`src/rtl/mips_multicycle_ctrl.sv`:
```
// mips_multicycle_ctrl: multi-cycle MIPS main control FSM. Inputs are opcode, zero and mem_ready. Outputs are the datapath selects and strobes, illegal_op, state_o and a retired-instruction count.
package MIPS_pkg;
  typedef logic [31:0] mips_data_t;
endpackage

module mips_multicycle_ctrl #(
  parameter int OPCODE_WIDTH = 6,
  parameter int STATE_WIDTH  = 4
) (
  input  logic                    clk,
  input  logic                    rst_n,
  input  logic [OPCODE_WIDTH-1:0] opcode,
  input  logic                    zero,
  input  logic                    mem_ready,
  output logic                    iord,
  output logic                    mem_read,
  output logic                    mem_write,
  output logic                    ir_write,
  output logic                    reg_dst,
  output logic                    mem_to_reg,
  output logic                    reg_write,
  output logic                    alu_src_a,
  output logic [1:0]              alu_src_b,
  output logic [1:0]              alu_op,
  output logic [1:0]              pc_src,
  output logic                    pc_en,
  output logic                    illegal_op,
  output logic [STATE_WIDTH-1:0]  state_o,
  output MIPS_pkg::mips_data_t    instr_count
);
  typedef enum logic [3:0] {
    FETCH = 4'd0, DECODE = 4'd1, MEMADR = 4'd2, MEMRD = 4'd3, MEMWB = 4'd4, MEMWR = 4'd5,
    EXECUTE = 4'd6, ALUWB = 4'd7, BRANCH = 4'd8, ADDIEX = 4'd9, ADDIWB = 4'd10, JUMP = 4'd11
  } state_t;
  localparam logic [OPCODE_WIDTH-1:0] OP_R    = OPCODE_WIDTH'(6'b000000);
  localparam logic [OPCODE_WIDTH-1:0] OP_LW   = OPCODE_WIDTH'(6'b100011);
  localparam logic [OPCODE_WIDTH-1:0] OP_SW   = OPCODE_WIDTH'(6'b101011);
  localparam logic [OPCODE_WIDTH-1:0] OP_BEQ  = OPCODE_WIDTH'(6'b000100);
  localparam logic [OPCODE_WIDTH-1:0] OP_ADDI = OPCODE_WIDTH'(6'b001000);
  localparam logic [OPCODE_WIDTH-1:0] OP_J    = OPCODE_WIDTH'(6'b000010);
  state_t state, next;
  MIPS_pkg::mips_data_t cnt;
  logic retire;
  always_ff @(posedge clk or negedge rst_n)
    if (!rst_n) state <= FETCH;
    else state <= next;
  always_comb begin
    next = FETCH;
    iord = 1'b0;
    mem_read = 1'b0;
    mem_write = 1'b0;
    ir_write = 1'b0;
    reg_dst = 1'b0;
    mem_to_reg = 1'b0;
    reg_write = 1'b0;
    alu_src_a = 1'b0;
    alu_src_b = 2'b00;
    alu_op = 2'b00;
    pc_src = 2'b00;
    pc_en = 1'b0;
    illegal_op = 1'b0;
    case (state)
      FETCH: begin
        mem_read = 1'b1;
        alu_src_b = 2'b01;
        ir_write = mem_ready;
        pc_en = mem_ready;
        next = mem_ready ? DECODE : FETCH;
      end
      DECODE: begin
        alu_src_b = 2'b11;
        next = (opcode == OP_LW || opcode == OP_SW) ? MEMADR :
               opcode == OP_R    ? EXECUTE :
               opcode == OP_BEQ  ? BRANCH :
               opcode == OP_ADDI ? ADDIEX :
               opcode == OP_J    ? JUMP : FETCH;
        illegal_op = next == FETCH;
      end
      MEMADR: begin
        alu_src_a = 1'b1;
        alu_src_b = 2'b10;
        next = opcode == OP_LW ? MEMRD : MEMWR;
      end
      MEMRD: begin
        iord = 1'b1;
        mem_read = 1'b1;
        next = mem_ready ? MEMWB : MEMRD;
      end
      MEMWB: begin
        reg_write = 1'b1;
        mem_to_reg = 1'b1;
      end
      MEMWR: begin
        iord = 1'b1;
        mem_write = 1'b1;
        next = mem_ready ? FETCH : MEMWR;
      end
      EXECUTE: begin
        alu_src_a = 1'b1;
        alu_op = 2'b10;
        next = ALUWB;
      end
      ALUWB: begin
        reg_write = 1'b1;
        reg_dst = 1'b1;
      end
      BRANCH: begin
        alu_src_a = 1'b1;
        alu_op = 2'b01;
        pc_src = 2'b01;
        pc_en = zero;
      end
      ADDIEX: begin
        alu_src_a = 1'b1;
        alu_src_b = 2'b10;
        next = ADDIWB;
      end
      ADDIWB: reg_write = 1'b1;
      JUMP: begin
        pc_src = 2'b10;
        pc_en = 1'b1;
      end
      default: next = FETCH;
    endcase
    // reset is asynchronous, so strobes are masked combinationally for the whole reset window
    if (!rst_n) begin
      mem_read = 1'b0;
      mem_write = 1'b0;
      ir_write = 1'b0;
      reg_write = 1'b0;
      pc_en = 1'b0;
      illegal_op = 1'b0;
    end
  end
  assign retire = state == MEMWB || state == ALUWB || state == ADDIWB || state == BRANCH ||
                  state == JUMP || (state == MEMWR && mem_ready);
  always_ff @(posedge clk or negedge rst_n)
    if (!rst_n) cnt <= '0;
    else if (retire) cnt <= cnt + 32'd1;
  assign instr_count = cnt;
  assign state_o = STATE_WIDTH'(state);
endmodule

```
`config.mk`:
```
export PLATFORM = sky130hd
export DESIGN_NAME = mips_multicycle_ctrl
export DESIGN_NICKNAME = d
export VERILOG_FILES = /design/src/rtl/mips_multicycle_ctrl.sv
export SDC_FILE = /design/constraint.sdc
export NUM_CORES = 1
export LEC_CHECK = 0
export CAP_MARGIN = 5
export CELL_PAD_IN_SITES_DETAIL_PLACEMENT = 0
export CELL_PAD_IN_SITES_GLOBAL_PLACEMENT = 2
export CORE_UTILIZATION = 28
export CTS_BUF_LIST = sky130_fd_sc_hd__clkbuf_4 sky130_fd_sc_hd__clkbuf_8 sky130_fd_sc_hd__clkbuf_16
export CTS_CLUSTER_SIZE = 24
export DETAILED_ROUTE_END_ITERATION = 6
export HOLD_SLACK_MARGIN = 0.02
export PLACE_DENSITY_LB_ADDON = 0.1
export SETUP_SLACK_MARGIN = 0.4
export SYNTH_ARGS = -nofsm -noshare
export SYNTH_HDL_FRONTEND = slang
export SYNTH_SLANG_ARGS = --single-unit
```
`constraint.sdc`:
```
create_clock -name clk -period 2.48 [get_ports clk]
set_input_delay 0.248 -clock clk [delete_from_list [all_inputs] [get_ports clk]]
set_output_delay 0.248 -clock clk [all_outputs]
set_load 0.05 [all_outputs]
```
==> results of run 1 <==
-- power breakdown --
| part | internal, mW | switching (mW) |
|---|---|---|
| logic | 0.218 | 0.380 |
| clock network | 0.355 | 0.217 |
| registers | 0.619 | 0.0467 |
-- placed cells by master (no fill, tap or decap), types with 10 or more instances in the layout --
cell             count
xnor2_1             19
dfrtp_1             25
xor2_1              14
dfrtp_2             11
nor2_1              12
inv_1               10
clkdlybuf4s50_1     42
nand2_1             19
nand3_1             15
buf_4               14
-- registers in the layout, summed over array words and instances, names as in the netlist --
name and count:
instr_count 32, state_o 4
-- per-layer routing --
layer / wire (um) / GRT usage / up-vias
li1: - / - / 901
met4: 51 / 0.0352 / 0
met5: 0 / 0 / -
met2: 2540 / 0.243 / 42
met3: 230 / 0.0292 / 5
met1: 2620 / 0.204 / 887
-- cell usage after synthesis, drive strengths merged, types with 3 or more instances --
| library cell | instances | area [um2] |
|---|---|---|
| nor4 | 5 | 67.6 |
| nand2b | 4 | 25.0 |
| buf | 6 | 35.0 |
| dfrtp | 36 | 901 |
| and3 | 3 | 18.8 |
| inv | 10 | 37.5 |
| nor3 | 21 | 146 |
| and4 | 3 | 28.8 |
| xnor2 | 19 | 166 |
| mux2i | 3 | 30.0 |
| nand4 | 9 | 71.3 |
| nand3 | 15 | 75.1 |
| o21ai | 3 | 15.0 |
| a21oi | 8 | 40.0 |
| nor2 | 16 | 60.1 |
| nand2 | 20 | 75.1 |
| xor2 | 14 | 123 |
-- per-stage QoR --
step | std cells | util | power [mW] | hold slack (ns)
finish | 389 | 0.439 | 1.84 | 0.0814
global route | 389 | 0.439 | 1.92 | 0.132
CTS | 388 | 0.433 | 1.85 | 0.108
detailed placement | 375 | 0.409 | 1.26 | 0.422
global placement | 375 | 0.409 | 1.26 | 0.429
floorplan | 216 | - | 1.03 | -0.0476
-- cell families after synthesis --
family	share of synthesized area
and+or+nand+nor	0.303
DFF	0.434
xor gates and xnor gates	0.139
AOI/OAI and AO/OA	0.0591
buffers and inverters	0.0386
muxes	0.0145
adders and majority gates	0.0109
-- worst max-delay path by stage --
stage / from / endpoint / slack, ns / depth (start not counted)
after global routing: state_o[0]$_DFF_PN0_ / instr_count[27]$_DFFE_PN0P_ / 0.39 / 5
after CTS: state_o[3]$_DFF_PN0_ / illegal_op / 0.41 / 5
after floorplan: state_o[1]$_DFF_PN0_ / alu_src_b[0] / 0.19 / 3
after global placement: mem_ready / instr_count[31]$_DFFE_PN0P_ / 0.30 / 6
final: opcode[3] / illegal_op / 0.50 / 5
after detailed placement: mem_ready / instr_count[31]$_DFFE_PN0P_ / 0.30 / 6
-- timing repair --
item                       CTS  global route
buffers inserted             5             1
hold endpoints to repair     0             0
pin swaps                    0             1
gates resized for setup     11            10
setup endpoints to repair   12            21
-- layout make-up --
class                           count  area, um2  area share
Clock buffer                        7       96.3      0.0304
Clock inverter                      1       30.0     0.00947
Inverter                           10       37.5      0.0118
Multi-Input combinational cell    162       1200       0.379
Sequential cell                    36        915       0.289
Tap cell                           99        124      0.0391
Timing Repair Buffer               74        764       0.241
-- worst max-delay path: stages --
cell and delay, ns:
clkdlybuf4s50_1 0.57, maj3_1 0.26, nor4_4 0.06, a2111oi_4 0.40
buf_12 0.19
==> flow_summary.ini, run 1 <==
[sta]
timing.max_slew.rel_slack = 0.664
finalHoldViolations = 0
finalSetupTns_ns = 0
setup_ws_ns = 0.499
setup_viol = 0
worst_clock_skew_ns = 0.00537
min_period_ns = 1.98
fmax_mhz = 505
tightest_slew_ns = 0.503
slew_viol_final = 0
finalCritPeriodShare = 0.799
rsz0062_at_grt = yes

[logic_synthesis]
syn_area_um2 = 2070
ys_types = 44
ys_seq_area_frac = 0.434
ys_warn_count = 0
syn-num-nets = 227
synth.avg_cell_area_um2 = 9.60
yosys_register_bits = 36
synthArstFlopShare = 1.00
syn_inst = 216
synth_edf_count = 0
synthFlopType = dfrtp_1

[min_path]
hold_path_class = input pin to asynchronous set/reset pin

[place]
gp_congestion = 0.733
numPortBuffers = 61
dp_slack_ns = 0.298
place_hpwl_um = 4040
place_area_um2 = 2950

[routing]
firstDrtPassIters = 4
wl_per_cell_um = 14.0
drt_iter0_drc = 46
vias = 1835
vias_per_cell = 4.72
ant_nets = 0
drt_wl_total_um = 5450
drc = 0

[die]
pin_count = 62
die_area_um2 = 7760
fp.dieH_um = 88.1
core_um2 = 7210
rows = 31
die_w_um = 88.1
initial_utilization = 0.288

[power]
irDropWorstVdd_mv = 0.218
leakagePower_nw = 1.36
p_per_area_nw_per_um2 = 579

[clocking]
clock_path_buffers = 2
path_clk_slew_ns = 0.07
cts_root_buffer = clkbuf_8
cts_buffers = 5
clkLatencyLatePin_ns = 0.28
numClockSinks = 36
cts_tree = done
h-tree-depth = 2
ctsHoldBuffers = 0

[global_routing]
antenna_found_initial = 0
track_usage = 0.149
grt_pass1_vias = 1733
grt_max_degree = 37
grt_remaining_overflow = 0
grt_pass1_wl_um = 8880

[worst_setup_path]
timing.rr.end = instr_count[31]$_DFFE_PN0P_
startpoint_type = input pin
crit_type = input pin to primary output
endpoint_kind = primary output
worstPathArrival_ns = 1.73
regToRegSetupSlack_ns = 0.51
crit_fanout = 5
r2r_start = state_o[0]$_DFF_PN0_
crit_required_ns = 2.23
worst-r2r-cell-count = 5

[final_layout]
fillers = 719
fin_area_um2 = 3170
syn2layout_area_growth_pct = 52.8
nets = 300
n_antenna_cell = 0
drive_above_1_share = 0.238

[run_status]
outcome = finished, final reports clean

[run]
cap_violations = 0
Note: power is estimated with default switching activity, not from simulation.
==> run 2, diff against run 1 <==
==> constraint.sdc (replaced) <==
create_clock -name clk -period 2.06 [get_ports clk]
set_input_delay 0.206 -clock clk [delete_from_list [all_inputs] [get_ports clk]]
set_output_delay 0.206 -clock clk [all_outputs]
set_load 0.05 [all_outputs]
==> run 2 against run 1 <==
Against the previous run:
- wire length rose by 12%
- critical path type is now flop to flop
- global-route usage is 1.6 points higher
- largest cell class unchanged
- die area is the same
- critical endpoint is now instr_count[31]$_DFFE_PN0P_
- non-clock buffer count up 42
==> flow_summary.ini, run 2 (synthesis results as in run 1) <==
[global_routing]
grt_pass1_wl_um = 9810
grt_remaining_overflow = 0
grt_pass1_vias = 1956
track_usage = 0.165
antenna_found_initial = 0
grt_max_degree = 35

[min_path]
hold_path_class = input pin to asynchronous set/reset pin

[sta]
finalHoldViolations = 0
timing.max_slew.rel_slack = 0.669
min_period_ns = 1.90
tightest_slew_ns = 0.499
finalCritPeriodShare = 0.921
setup_viol = 0
slew_viol_final = 0
fmax_mhz = 527
setup_ws_ns = 0.163
finalSetupTns_ns = 0
worst_clock_skew_ns = 0.00874
rsz0062_at_grt = yes

[power]
irDropWorstVdd_mv = 0.309
finalPower_mw = 2.32
p_per_area_nw_per_um2 = 598
leakagePower_nw = 1.79

[worst_setup_path]
crit_type = flop to flop
crit_fanout = 3
worstPathArrival_ns = 2.12
endpoint_kind = flop
crit_required_ns = 2.28
startpoint_type = flop

[final_layout]
fin_util = 0.538
n_antenna_cell = 0
largest_register_ffs = 32
fin_area_um2 = 3880
layout_common_cells = buf_4 (42), dlygate4sd2_1 (36), dfrtp_1 (20), xnor2_1 (18), buf_12 (18)
syn2layout_area_growth_pct = 87.2
layout_commonest_cell = buf_4
nets = 343
drive_above_1_share = 0.495

[die]
die_w_um = 88.1
fp.dieH_um = 88.1
rows = 31
pin_count = 62
die_area_um2 = 7760
core_um2 = 7210
initial_utilization = 0.288

[routing]
drt_wl_total_um = 6110
ant_nets = 0
drc = 0
vias_per_cell = 4.67
wl_per_cell_um = 14.2
firstDrtPassIters = 4
vias = 2016
drt_iter0_drc = 82

[place]
place_area_um2 = 3210
numPortBuffers = 61
place_hpwl_um = 4010
dp_slack_ns = -0.0847
gp_congestion = 0.712

[clocking]
h-tree-depth = 2
cts_root_buffer = clkbuf_8
cts_buffers = 5
path_clk_slew_ns = 0.08
numClockSinks = 36
cts_tree = done
clock_path_buffers = 2
clkLatencyLatePin_ns = 0.29

[run]
cap_violations = 0

[run_status]
outcome = finished, final reports clean
==> run 2: critical path, cell delays in order (launching register included) <==
cell     delay [ns]
dfrtp_2        0.43
nor2b_2        0.18
a21o_1         0.19
or4b_4         0.57
buf_4          0.17
nor4_4         0.14
xor2_1         0.16
==> run 2: per-stage QoR <==
step,instances,hold slack (ns)
6_report,432,0.0576
5_1_grt,432,0.0982
2_1_floorplan,216,-0.0896
3_5_place_dp,383,0.0347
3_3_place_gp,383,0.0388
4_1_cts,420,0.0740
==> run 2: final timing paths <==
| kind | startpoint | to | slack, ns | cells after the start |
|---|---|---|---|---|
| setup / recovery | state_o[0]$_DFF_PN0_ | instr_count[31]$_DFFE_PN0P_ | 0.16 | 6 |
| hold / removal | rst_n | instr_count[15]$_DFFE_PN0P_ | 0.06 | 2 |
| setup reg to reg | state_o[0]$_DFF_PN0_ | instr_count[31]$_DFFE_PN0P_ | 0.16 | 6 |
| hold reg to reg | instr_count[31]$_DFFE_PN0P_ | instr_count[31]$_DFFE_PN0P_ | 0.49 | 1 |
| max in group asynchronous | rst_n | state_o[0]$_DFF_PN0_ | 1.55 | 2 |
| min in group clk | opcode[0] | state_o[2]$_DFF_PN0_ | 0.39 | 3 |
==> run 2: per-layer routing <==
metal,vias up,wire length [um],GRT usage
li1,996,-,-
met1,972,2990,0.228
met2,42,2860,0.268
met3,6,210,0.0311
met4,0,56,0.0396
met5,-,0,0
==> run 2: what timing repair did <==
action | 4_1_cts | 5_1_grt
setup buffers | 27 | 12
hold buffers | 1 | 0
gates cloned | 1 | 0
pin swaps | 18 | 14
resized for setup | 74 | 32
hold endpoints to repair | 2 | 0
endpoints found under the setup margin | 77 | 41
==> run 2: area by class of cell <==
class                      instances  area [um2]
multi-input combinational        163        1500
sequential                        36         921
fill                             675        3330
timing repair buffer             116        1200
tap                               99         124
clock buffer                       7        83.8
inverter                          10        45.0
clock inverter                     1        8.76
==> run 2: power by group <==
part | internal (mW) | switching [mW]
Clock | 0.268 | 0.262
Combinational | 0.426 | 0.564
Sequential | 0.751 | 0.0526
Total | 1.44 | 0.879
